===== config.mk =====
export PLATFORM = sky130hd
export DESIGN_NAME = lbdr_pkt_flat
export DESIGN_NICKNAME = d
export VERILOG_FILES = /design/src/rtl/lbdr_pkt_pkg.sv /design/src/rtl/lbdr_pkt_if.sv /design/src/rtl/lbdr_pkt_route_comb.sv /design/src/rtl/lbdr_pkt.sv /design/src/flat_wrapper.sv
export SDC_FILE = /design/constraint.sdc
export NUM_CORES = 1
export LEC_CHECK = 0
export CAP_MARGIN = 40
export CORE_MARGIN = 4
export CORE_UTILIZATION = 61
export CTS_CLUSTER_DIAMETER = 80
export DETAILED_ROUTE_END_ITERATION = 6
export DONT_BUFFER_PORTS = 1
export PLACE_DENSITY_LB_ADDON = 0.12
export SLEW_MARGIN = 20
export SYNTH_ARGS = -nofsm -noshare
export SYNTH_HDL_FRONTEND = slang
export SYNTH_SLANG_ARGS = --single-unit

===== constraint.sdc =====
create_clock -name clk -period 2.5 [get_ports clk]
set_input_delay 0.25 -clock clk [delete_from_list [all_inputs] [get_ports clk]]
set_output_delay 0.25 -clock clk [all_outputs]
set_load 0.005 [all_outputs]

===== src/rtl/lbdr_pkt_pkg.sv =====
// rtl/lbdr_pkt_pkg.sv - flit codes, port/state enums and bit positions for the LBDR router slice
package lbdr_pkg;

   localparam logic [2:0] FLIT_HEADER    = 3'b001;
   localparam logic [2:0] FLIT_BODY      = 3'b010;
   localparam logic [2:0] FLIT_TAIL      = 3'b100;
   localparam logic [2:0] FLIT_HEAD_TAIL = 3'b101;

   // Bit positions inside the 5-bit route vector {L,S,W,E,N}; N..S match the Dr encoding
   localparam int P_N = 0;
   localparam int P_E = 1;
   localparam int P_W = 2;
   localparam int P_S = 3;
   localparam int P_L = 4;

   // Bit positions inside Rxy = {Rsw,Rse,Rws,Rwn,Res,Ren,Rnw,Rne}
   localparam int R_NE = 0;
   localparam int R_NW = 1;
   localparam int R_EN = 2;
   localparam int R_ES = 3;
   localparam int R_WN = 4;
   localparam int R_WS = 5;
   localparam int R_SE = 6;
   localparam int R_SW = 7;

   typedef enum logic [1:0] {
      PORT_N = 2'b00,
      PORT_E = 2'b01,
      PORT_W = 2'b10,
      PORT_S = 2'b11
   } port_sel_e;

   typedef enum logic [1:0] {
      ST_IDLE  = 2'b00,
      ST_ROUTE = 2'b01,
      ST_DROP  = 2'b10
   } state_e;

endpackage


===== src/rtl/lbdr_pkt_if.sv =====
// rtl/lbdr_pkt_if.sv - flit input, reset-time configuration and route outputs of one input port
interface lbdr_pkt_if #(
   parameter int X_BITS = 2,
   parameter int Y_BITS = 2
);
   logic                       empty;
   logic [2:0]                 flit_id;
   logic [X_BITS+Y_BITS-1:0]   dst_addr;
   logic [X_BITS+Y_BITS-1:0]   cur_addr_rst;
   logic [7:0]                 Rxy_rst;
   logic [3:0]                 Cx_rst;
   logic [1:0]                 Dr_rst;
   logic                       Nport;
   logic                       Eport;
   logic                       Wport;
   logic                       Sport;
   logic                       Lport;
   logic                       busy;
   logic                       route_err;

   modport master (
      output empty, flit_id, dst_addr, cur_addr_rst, Rxy_rst, Cx_rst, Dr_rst,
      input  Nport, Eport, Wport, Sport, Lport, busy, route_err
   );

   modport slave (
      input  empty, flit_id, dst_addr, cur_addr_rst, Rxy_rst, Cx_rst, Dr_rst,
      output Nport, Eport, Wport, Sport, Lport, busy, route_err
   );

endinterface


===== src/rtl/lbdr_pkt_route_comb.sv =====
// rtl/lbdr_pkt_route_comb.sv - combinational LBDR minimal route with optional single-hop deroute
module lbdr_route_comb
   import lbdr_pkg::*;
#(
   parameter int X_BITS     = 2,
   parameter int Y_BITS     = 2,
   parameter int EN_DEROUTE = 1
) (
   input  logic [X_BITS+Y_BITS-1:0] cur_i,
   input  logic [X_BITS+Y_BITS-1:0] dst_i,
   input  logic [7:0]               rxy_i,
   input  logic [3:0]               cx_i,
   input  port_sel_e                dr_i,
   output logic [4:0]               route_o,
   output logic                     routable_o
);

   logic [X_BITS-1:0] x_cur, x_dst;
   logic [Y_BITS-1:0] y_cur, y_dst;
   logic              n1, s1, e1, w1;
   logic              rt_n, rt_e, rt_w, rt_s, rt_l;
   logic [1:0]        dr_idx;

   assign x_cur = cur_i[X_BITS-1:0];
   assign y_cur = cur_i[X_BITS+:Y_BITS];
   assign x_dst = dst_i[X_BITS-1:0];
   assign y_dst = dst_i[X_BITS+:Y_BITS];

   assign n1 = y_dst < y_cur;
   assign s1 = y_cur < y_dst;
   assign e1 = x_cur < x_dst;
   assign w1 = x_dst < x_cur;

   assign rt_n = ((n1 & ~e1 & ~w1) | (n1 & e1 & rxy_i[R_NE]) | (n1 & w1 & rxy_i[R_NW])) & cx_i[P_N];
   assign rt_e = ((e1 & ~n1 & ~s1) | (e1 & n1 & rxy_i[R_EN]) | (e1 & s1 & rxy_i[R_ES])) & cx_i[P_E];
   assign rt_w = ((w1 & ~n1 & ~s1) | (w1 & n1 & rxy_i[R_WN]) | (w1 & s1 & rxy_i[R_WS])) & cx_i[P_W];
   assign rt_s = ((s1 & ~e1 & ~w1) | (s1 & e1 & rxy_i[R_SE]) | (s1 & w1 & rxy_i[R_SW])) & cx_i[P_S];
   assign rt_l = ~n1 & ~e1 & ~w1 & ~s1;

   assign dr_idx = dr_i;

   // Dr encoding equals the N/E/W/S bit position, so the deroute is a plain shift
   always_comb begin
      route_o = {rt_l, rt_s, rt_w, rt_e, rt_n};
      if (route_o == 5'b00000 && EN_DEROUTE != 0 && cx_i[dr_idx]) begin
         route_o = 5'b00001 << dr_idx;
      end
   end

   assign routable_o = |route_o;

endmodule


===== src/rtl/lbdr_pkt.sv =====
// rtl/lbdr_pkt.sv - per-input-port LBDR router with packet FSM holding the route until the tail
module lbdr_pkt
   import lbdr_pkg::*;
#(
   parameter int X_BITS     = 2,
   parameter int Y_BITS     = 2,
   parameter int EN_DEROUTE = 1
) (
   input  logic  clk,
   input  logic  rst,
   lbdr_pkt_if.slave bus
);

   localparam int A_BITS = X_BITS + Y_BITS;

   logic [A_BITS-1:0] cur_q;
   logic [7:0]        rxy_q;
   logic [3:0]        cx_q;
   port_sel_e         dr_q;

   state_e            state_q, state_d;
   logic [4:0]        ports_q, ports_d;
   logic              busy_q;
   logic              err_q, err_d;

   logic [4:0]        route;
   logic              routable;
   logic              is_hdr, is_ht, is_tail;
   state_e            hdr_state;
   logic [4:0]        hdr_ports;

   lbdr_route_comb #(
      .X_BITS     (X_BITS),
      .Y_BITS     (Y_BITS),
      .EN_DEROUTE (EN_DEROUTE)
   ) u_route (
      .cur_i      (cur_q),
      .dst_i      (bus.dst_addr),
      .rxy_i      (rxy_q),
      .cx_i       (cx_q),
      .dr_i       (dr_q),
      .route_o    (route),
      .routable_o (routable)
   );

   assign is_hdr  = (bus.flit_id == FLIT_HEADER);
   assign is_ht   = (bus.flit_id == FLIT_HEAD_TAIL);
   assign is_tail = (bus.flit_id == FLIT_TAIL);

   // Outcome of taking the current flit as a fresh header; a HEAD_TAIL never leaves IDLE
   assign hdr_ports = routable ? route : 5'b00000;
   assign hdr_state = is_ht ? ST_IDLE : (routable ? ST_ROUTE : ST_DROP);

   always_ff @(posedge clk) begin
      if (!rst) begin
         cur_q   <= bus.cur_addr_rst;
         rxy_q   <= bus.Rxy_rst;
         cx_q    <= bus.Cx_rst;
         dr_q    <= port_sel_e'(bus.Dr_rst);
         state_q <= ST_IDLE;
         ports_q <= 5'b00000;
         busy_q  <= 1'b0;
         err_q   <= 1'b0;
      end else begin
         state_q <= state_d;
         ports_q <= ports_d;
         busy_q  <= (state_d != ST_IDLE);
         err_q   <= err_d;
      end
   end

   always_comb begin
      state_d = state_q;
      ports_d = ports_q;
      err_d   = 1'b0;
      unique case (state_q)
         ST_IDLE: begin
            ports_d = 5'b00000;
            if (!bus.empty) begin
               if (is_hdr || is_ht) begin
                  state_d = hdr_state;
                  ports_d = hdr_ports;
                  err_d   = ~routable;
               end else begin
                  err_d = 1'b1;
               end
            end
         end
         ST_ROUTE: begin
            if (!bus.empty) begin
               if (is_tail) begin
                  state_d = ST_IDLE;
                  ports_d = 5'b00000;
               end else if (is_hdr || is_ht) begin
                  state_d = hdr_state;
                  ports_d = hdr_ports;
                  err_d   = 1'b1;
               end
            end
         end
         ST_DROP: begin
            ports_d = 5'b00000;
            if (!bus.empty && is_tail) begin
               state_d = ST_IDLE;
            end
         end
         default: begin
            state_d = ST_IDLE;
            ports_d = 5'b00000;
         end
      endcase
   end

   assign bus.Nport     = ports_q[P_N];
   assign bus.Eport     = ports_q[P_E];
   assign bus.Wport     = ports_q[P_W];
   assign bus.Sport     = ports_q[P_S];
   assign bus.Lport     = ports_q[P_L];
   assign bus.busy      = busy_q;
   assign bus.route_err = err_q;

endmodule


===== src/flat_wrapper.sv =====
// flat-port wrapper written by rule: the top's interface ports become plain ports
module lbdr_pkt_flat import lbdr_pkg::*;
#(
   parameter int X_BITS     = 2,
   parameter int Y_BITS     = 2,
   parameter int EN_DEROUTE = 1
)
  (clk, rst, bus_empty, bus_flit_id, bus_dst_addr, bus_cur_addr_rst, bus_Rxy_rst, bus_Cx_rst, bus_Dr_rst, bus_Nport, bus_Eport, bus_Wport, bus_Sport, bus_Lport, bus_busy, bus_route_err);
  lbdr_pkt_if #(.X_BITS(X_BITS), .Y_BITS(Y_BITS)) bus_i ();
  input  logic clk;
  input  logic rst;
  input wire logic [$bits(bus_i.empty)-1:0] bus_empty;
  input wire logic [$bits(bus_i.flit_id)-1:0] bus_flit_id;
  input wire logic [$bits(bus_i.dst_addr)-1:0] bus_dst_addr;
  input wire logic [$bits(bus_i.cur_addr_rst)-1:0] bus_cur_addr_rst;
  input wire logic [$bits(bus_i.Rxy_rst)-1:0] bus_Rxy_rst;
  input wire logic [$bits(bus_i.Cx_rst)-1:0] bus_Cx_rst;
  input wire logic [$bits(bus_i.Dr_rst)-1:0] bus_Dr_rst;
  output wire logic [$bits(bus_i.Nport)-1:0] bus_Nport;
  output wire logic [$bits(bus_i.Eport)-1:0] bus_Eport;
  output wire logic [$bits(bus_i.Wport)-1:0] bus_Wport;
  output wire logic [$bits(bus_i.Sport)-1:0] bus_Sport;
  output wire logic [$bits(bus_i.Lport)-1:0] bus_Lport;
  output wire logic [$bits(bus_i.busy)-1:0] bus_busy;
  output wire logic [$bits(bus_i.route_err)-1:0] bus_route_err;
  assign bus_i.empty = bus_empty;
  assign bus_i.flit_id = bus_flit_id;
  assign bus_i.dst_addr = bus_dst_addr;
  assign bus_i.cur_addr_rst = bus_cur_addr_rst;
  assign bus_i.Rxy_rst = bus_Rxy_rst;
  assign bus_i.Cx_rst = bus_Cx_rst;
  assign bus_i.Dr_rst = bus_Dr_rst;
  assign bus_Nport = bus_i.Nport;
  assign bus_Eport = bus_i.Eport;
  assign bus_Wport = bus_i.Wport;
  assign bus_Sport = bus_i.Sport;
  assign bus_Lport = bus_i.Lport;
  assign bus_busy = bus_i.busy;
  assign bus_route_err = bus_i.route_err;
  lbdr_pkt #(.X_BITS(X_BITS), .Y_BITS(Y_BITS), .EN_DEROUTE(EN_DEROUTE)) u_core (.clk(clk), .rst(rst), .bus(bus_i));
endmodule

==> results by group, run 1 <==
Run status
  – Outcome: complete, no violations

Global route
  – Initial antenna violation count: 0
  – Vias in the first global route: about 950
  – Largest net degree at the start of global routing: 25
  – GRT Overall Usage: about 17%
  – GRT overflow: 0
  – First-pass GRT wire length: around 4.4 mm

Timing
  – Slew Viols, Final: 0
  – RSZ-0062 raised after global routing: false
  – Min Tclk post-route: about 2.1 ns
  – Fmax: 472.8 MHz
  – Hold WS: 0.07893 ns
  – Final clock skew: 0.005048 ns
  – Final Hold Viols: 0
  – Slew margin rel.: a little under half
  – Period utilization: a little over four fifths
  – Final setup violation count: 0
  – Slew @ Worst Pin: 0.7967 ns
  – TNS Setup: 0 ns

Layout
  – Sequential cell area: about 720 um^2
  – Share of cells above drive strength 1: about a tenth
  – Design area: approximately 1600 um^2
  – Nets: ~180
  – Multi-input logic area: 606.8 um^2
  – Area grow syn2layout: 17.80%
  – Filler cell count: about 130
  – # diodes: 0

Synth
  – Synth warn: 0
  – Prevailing post-synth register cell: edfxtp_1
  – Post-synth EDFFs: 18
  – Largest area contributor in the netlist: edfxtp_1
  – Main area contributors after synthesis: edfxtp_1 (39%), dfxtp_1 (13%), ha_1 (3.6%)
  – Count of cell types in the netlist: between 40 and 50
  – Most frequent cells after synthesis: edfxtp_1 (18), inv_1 (13), nand2_1 (12)
  – Syn Inst Count: around 130
  – Yosys top cell area share: around 39%
  – Post-synthesis sequential area ratio: a little over half
  – Most frequent cell after synthesis: edfxtp_1
  – Post-synthesis cell area: roughly 1400 um^2
  – #FFs+latches synth: 27
  – Synth Area per Inst: about 11 um^2
  – Synth Net Count: ~160
  – Share of flip-flops with an asynchronous set or reset: 0%

Clocking
  – Setup repair bufs after CTS: 0
  – CTS Buf Count: 3
  – Worst-path clk slew: approximately 0.14 ns
  – Worst-Skew Late Latency: ~0.33 ns
  – TritonCTS clock tree: built
  – Sink Count: 27
  – Clock root cell: clkbuf_4
  – H-tree levels: 1
  – Maximum clock path buffer count: 2
  – Post-cts resize count: 0

Place
  – Routability Congestion: 0.8478
  – PortBufs: 0
  – Post-DP Area: ~1400 um^2
  – Detailed placement HPWL: slightly above 2 mm

Pwr
  – Sequential Power Share: 59.4%
  – Power Internal: approximately 650 uW
  – P_sw: roughly 240 uW
  – Lkg Pwr: 0.6062 nW
  – Power share of the clock group: approximately 22%
  – Cell Pwr Density: around 550 nW/um^2
  – Max VDD drop: approximately 0.0005 V
  – Combinational share of power: a little under a fifth
  – Switching portion of total power: between 20% and 30%

Critical path
  – Setup CP Type: reg -> reg
  – Arr. time, crit path: 2.39 ns
  – CP Launch Type: flop
  – Critical path peak fanout: 6
  – Worst path required time: approximately 2.8 ns
  – Endpoint class of the critical path: flop

Floorplanning
  – Core area: ~2100 um^2
  – Chip width: ~56 um
  – Cell Rows: 16
  – Die area: ~3100 um^2
  – IO Pins: 35
  – Chip Height: around 56 um
  – Initial Util: between 60% and 70%

Routing
  – # DRC: 0
  – Router iterations before antenna repair: 4
  – Final WL: ~3.2 mm
  – DR iter-0 viols: 42
  – Drt via density: 6.399
  – Antenna-violating nets left: 0
  – Vias: around 1100
  – Drt wl/cell: 18.27 um

Min path
  – Min-Delay Path Class: in -> reg

Run
  – Maxcap violations: 0
[cells in the final DEF (no fill, tap or decap), types with 2 or more instances in the layout]
master,count
nand2_1,12
dfxtp_1,9
nor3_1,3
nand4_1,4
dlygate4sd3_1,18
and3_1,2
clkbuf_4,3
nor2_1,9
o311ai_2,2
o21ai_0,6
a311oi_1,2
ha_1,4
inv_1,13
edfxtp_1,18
a21oi_1,7
nand2b_1,2
[critical path, stage by stage, from the launching register on]
cell and delay [ns]:
edfxtp_1 0.42, ha_1 0.35, and2b_4 0.22, o21ai_0 0.17
or4b_1 0.58, a2bb2oi_1 0.19, o22ai_2 0.13
[power groups by stage]
stage | clock (mW) | sequential [mW] | combinational, mW
after detailed placement | 0 | 0.538 | 0.137
after global placement | 0 | 0.537 | 0.133
after global routing | 0.215 | 0.532 | 0.184
after floorplan | 0 | 0.532 | 0.116
after CTS | 0.187 | 0.528 | 0.138
final | 0.191 | 0.529 | 0.169
[area by class of cell]
cell class / instances / share of cell area [%]
sequential: 27 / 44.17
multi-input combinational: 83 / 37.19
timing repair buffer: 19 / 11.96
inverter: 13 / 2.991
tap: 27 / 2.071
clock buffer: 4 / 1.610
[routing by layer]
metal	wire length, um	global-route usage (%)	share of wire, %
met5	0	0	0
met4	26	4.167	0.82
met3	259	4.408	8.2
met2	1619	26.52	51
met1	1256	24.59	40
[state kept, by name, indices dropped and copies added, names as in the netlist]
| register | count |
|---|---|
| u_core.bus.busy | 1 |
| u_core.bus.route_err | 1 |
| u_core.cur_q | 4 |
| u_core.cx_q | 4 |
| u_core.dr_q | 2 |
| u_core.ports_q | 5 |
| u_core.rxy_q | 8 |
| u_core.state_q | 2 |
[per-stage QoR]
step           std cells  power, mW  worst slack [ns]  util (%)
6_report             173     0.8898            0.3849     79.13
5_1_grt              173     0.9312            0.2781     79.13
4_1_cts              154     0.8532            0.4405     69.66
3_5_place_dp         150     0.6753            0.4650     68.39
3_3_place_gp         150     0.6700            0.5508     68.39
2_1_floorplan        125     0.6474            0.6338         -
[logic make-up (layout without fill, tap and decap cells)]
family / Yosys count / count (layout) / synth area share (%)
AND/OR/NAND/NOR: 45 / 45 / 17.89
AO/OA/AOI/OAI: 32 / 32 / 19.97
adder cells (fa/ha/maj): 4 / 4 / 3.614
buffers and inverters: 15 / 36 / 4.155
multiplexers: 2 / 2 / 2.349
flip-flops: 27 / 27 / 52.03
[final timing paths]
| check | startpoint | to | slack, ns | cells past startpoint |
|---|---|---|---|---|
| setup reg to reg | u_core.cur_q[3] | u_core.ports_q[1] | 0.38 | 6 |
| hold reg to reg | u_core.ports_q[2] | u_core.ports_q[2] | 0.54 | 2 |
| hold / removal | bus_empty | u_core.bus.route_err | 0.08 | 2 |
| setup / recovery | u_core.cur_q[3] | u_core.ports_q[1] | 0.38 | 6 |
[what timing repair did]
| action | CTS | global route |
|---|---|---|
| setup endpoints to repair | 0 | 0 |
| endpoints found under the hold margin | 0 | 18 |
| hold buffers | 0 | 18 |
(Power assumes the default switching activity.)
==> run 2, diff against run 1 <==
- clock period: 2.5 -> 2 ns (I/O delays scaled with it)
==> results by group, run 2 (synthesized netlist as in run 1, its figures left out) <==
Clocking
  – Worst-Skew Late Latency: 0.32 ns (about the same)
  – CTS Buf Count: 3 (unchanged)
  – H-tree levels: 1 (unchanged)
  – Maximum clock path buffer count: 2 (unchanged)
  – TritonCTS clock tree: built
  – Clock root cell: clkbuf_4
  – Sink Count: 27 (unchanged)
  – Worst-path clk slew: 0.15 ns (about the same)

Timing
  – RSZ-0062 raised after global routing: true
  – Period utilization: 99.60% (+15 points)
  – Slew margin rel.: 59.42% (+13 points)
  – Slew @ Worst Pin: 0.6040 ns (-0.1927 ns)
  – Min Tclk post-route: 1.992 ns (-0.1231 ns)
  – Fmax: 502.0 MHz (+6.2%)
  – Final Hold Viols: 0 (unchanged)
  – Final clock skew: 0.003173 ns (-0.001874 ns)
  – Final setup violation count: 0 (unchanged)
  – Slew Viols, Final: 0 (unchanged)

Place
  – Post-DP Area: 1425 um^2 (+1.1%)
  – Placed Cells: 152 (+1.3%)
  – PortBufs: 0 (unchanged)
  – Detailed placement HPWL: 2.008 mm (-0.80%)
  – Routability Congestion: 0.8416 (-0.73%)

Global route
  – GRT Overall Usage: 20.89% (+3.6 points)
  – GR Util met1: 27.53% (+2.9 points)
  – Global route hottest layer: met2
  – Global-route track usage on met2: 34.63% (+8.1 points)
  – Largest net degree at the start of global routing: 15 (-40%)
  – Initial antenna violation count: 0 (unchanged)
  – First-pass GRT wire length: 5.230 mm (+20%)
  – Vias in the first global route: 1045 (+10%)
  – GRT overflow: 0 (unchanged)
  – Grt met3 use: 4.640% (+0.23 points)

Critical path
  – Crit path cell chain: ha_4 > and2b_4 > o21ai_0 > or4b_4 > nand4_1 > o22ai_1
  – CP max stage delay: 0.54 ns (-0.04 ns)
  – Worst path required time: 2.20 ns (-0.57 ns)
  – CP delay by family, top: simple AND/OR/NAND/NOR gates
  – Critical path peak fanout: 6 (unchanged)
  – Arr. time, crit path: 2.19 ns (-0.20 ns)
  – Crit path buf inv count: 0 (unchanged)
  – Setup CP Type: reg -> reg
  – CP Launch Type: flop
  – Slowest CP cell: or4b_4
  – Endpoint class of the critical path: flop

Pwr
  – Cell Pwr Density: 677.2 nW/um^2 (+24%)
  – Total Power: 1.142 mW (+28%)
  – Lkg Pwr: 0.6179 nW (+1.9%)
  – Max VDD drop: 0.0005849 V (+17%)

Floorplanning
  – Die area: 3097 um^2 (unchanged)
  – Chip width: 55.65 um (unchanged)
  – Cell Rows: 16 (unchanged)
  – Initial Util: 67.17% (unchanged)
  – Chip Height: 55.65 um (unchanged)
  – IO Pins: 35 (unchanged)
  – Core area: 2062 um^2 (unchanged)

Layout
  – Share of cells above drive strength 1: 16.78% (+6.5 points)
  – Most frequent cells in the layout: dlygate4sd3_1 (18), edfxtp_1 (18), inv_1 (12), nand2_1 (12)
  – Filler cell count: 120 (-8.4%)
  – Area grow syn2layout: 21.77%
  – Design area: 1687 um^2 (+3.4%)
  – # diodes: 0 (unchanged)
  – Top Registers: u_core.rxy_q x8, u_core.ports_q x5
  – Nets: 182 (+1.7%)
  – Final cell count without fillers: 176 (+1.7%)
  – Biggest register: u_core.rxy_q
  – Max reg flops: 8 (unchanged)

Routing
  – Drt wl/cell: 18.86 um (+3.2%)
  – Final WL: 3.319 mm (+5.0%)
  – Drt via density: 6.636 (+3.7%)
  – Vias: 1168 (+5.5%)
  – # DRC: 0 (unchanged)
  – Antenna-violating nets left: 0 (unchanged)
  – DR iter-0 viols: 60 (+43%)
  – Router iterations before antenna repair: 5 (+1)

Min path
  – Min-Delay Path Class: in -> reg

Run status
  – Outcome: complete, no violations

Run
  – Maxcap violations: 0 (unchanged)
## run 2: changes by cell type in the layout (fill, tap and decap cells not counted), sizes merged
cell,delta
buf,+3
## run 2: worst paths after layout
path | to | from | cells after the start | slack (ns)
hold / removal | u_core.bus.route_err | bus_empty | 2 | 0.05
hold reg to reg | u_core.ports_q[0] | u_core.ports_q[0] | 2 | 0.54
setup reg to reg | u_core.ports_q[3] | u_core.cur_q[3] | 6 | 0.008
setup / recovery | u_core.ports_q[3] | u_core.cur_q[3] | 6 | 0.008
## run 2: per-layer routing
layer,vias to the layer above,share of wire [%]
met5,-,0
met4,0,3.3
met3,18,10
met2,95,47
met1,529,40
li1,526,-
## run 2: stage by stage
| stage | util, % | setup WS (ns) | TNS (ns) | hold WS [ns] |
|---|---|---|---|---|
| after floorplan | - | 0.1338 | 0 | 0.2989 |
| after detailed placement | 69.11 | 0.03534 | 0 | 0.2989 |
| final | 81.80 | 0.008001 | 0 | 0.05475 |
| after CTS | 79.13 | 0.003597 | 0 | 0.06363 |
| after global placement | 69.11 | 0.07704 | 0 | 0.2989 |
| after global routing | 81.80 | -0.03762 | -0.09506 | 0.05003 |
## run 2: repair_timing
| action | CTS | global route |
|---|---|---|
| buffers inserted | 0 | 2 |
| hold endpoints to repair | 18 | 0 |
| gates resized for setup | 0 | 8 |
| hold buffers | 18 | 0 |
| setup endpoints to repair | 0 | 7 |
## run 2: cell type report
cell class | count | area (um^2) | area share [%]
sequential | 27 | 720.7 | 42.73
multi-input combinational | 83 | 646.9 | 38.35
timing repair buffer | 22 | 210.2 | 12.46
inverter | 13 | 48.80 | 2.893
tap | 27 | 33.78 | 2.003
clock buffer | 4 | 26.28 | 1.558
## run 2: power by group
part	total [mW]	switching [mW]	leakage, nW	internal, mW
Combinational	0.240	0.128	0.354	0.113
Sequential	0.663	0.0264	0.249	0.636
Clock	0.239	0.161	0.0150	0.0779
## run 2: worst register-to-register path, cell delays in order (launching register included)
cell	delay, ns
edfxtp_1	0.45
ha_4	0.25
and2b_4	0.19
o21ai_0	0.20
or4b_4	0.54
nand4_1	0.15
o22ai_1	0.10
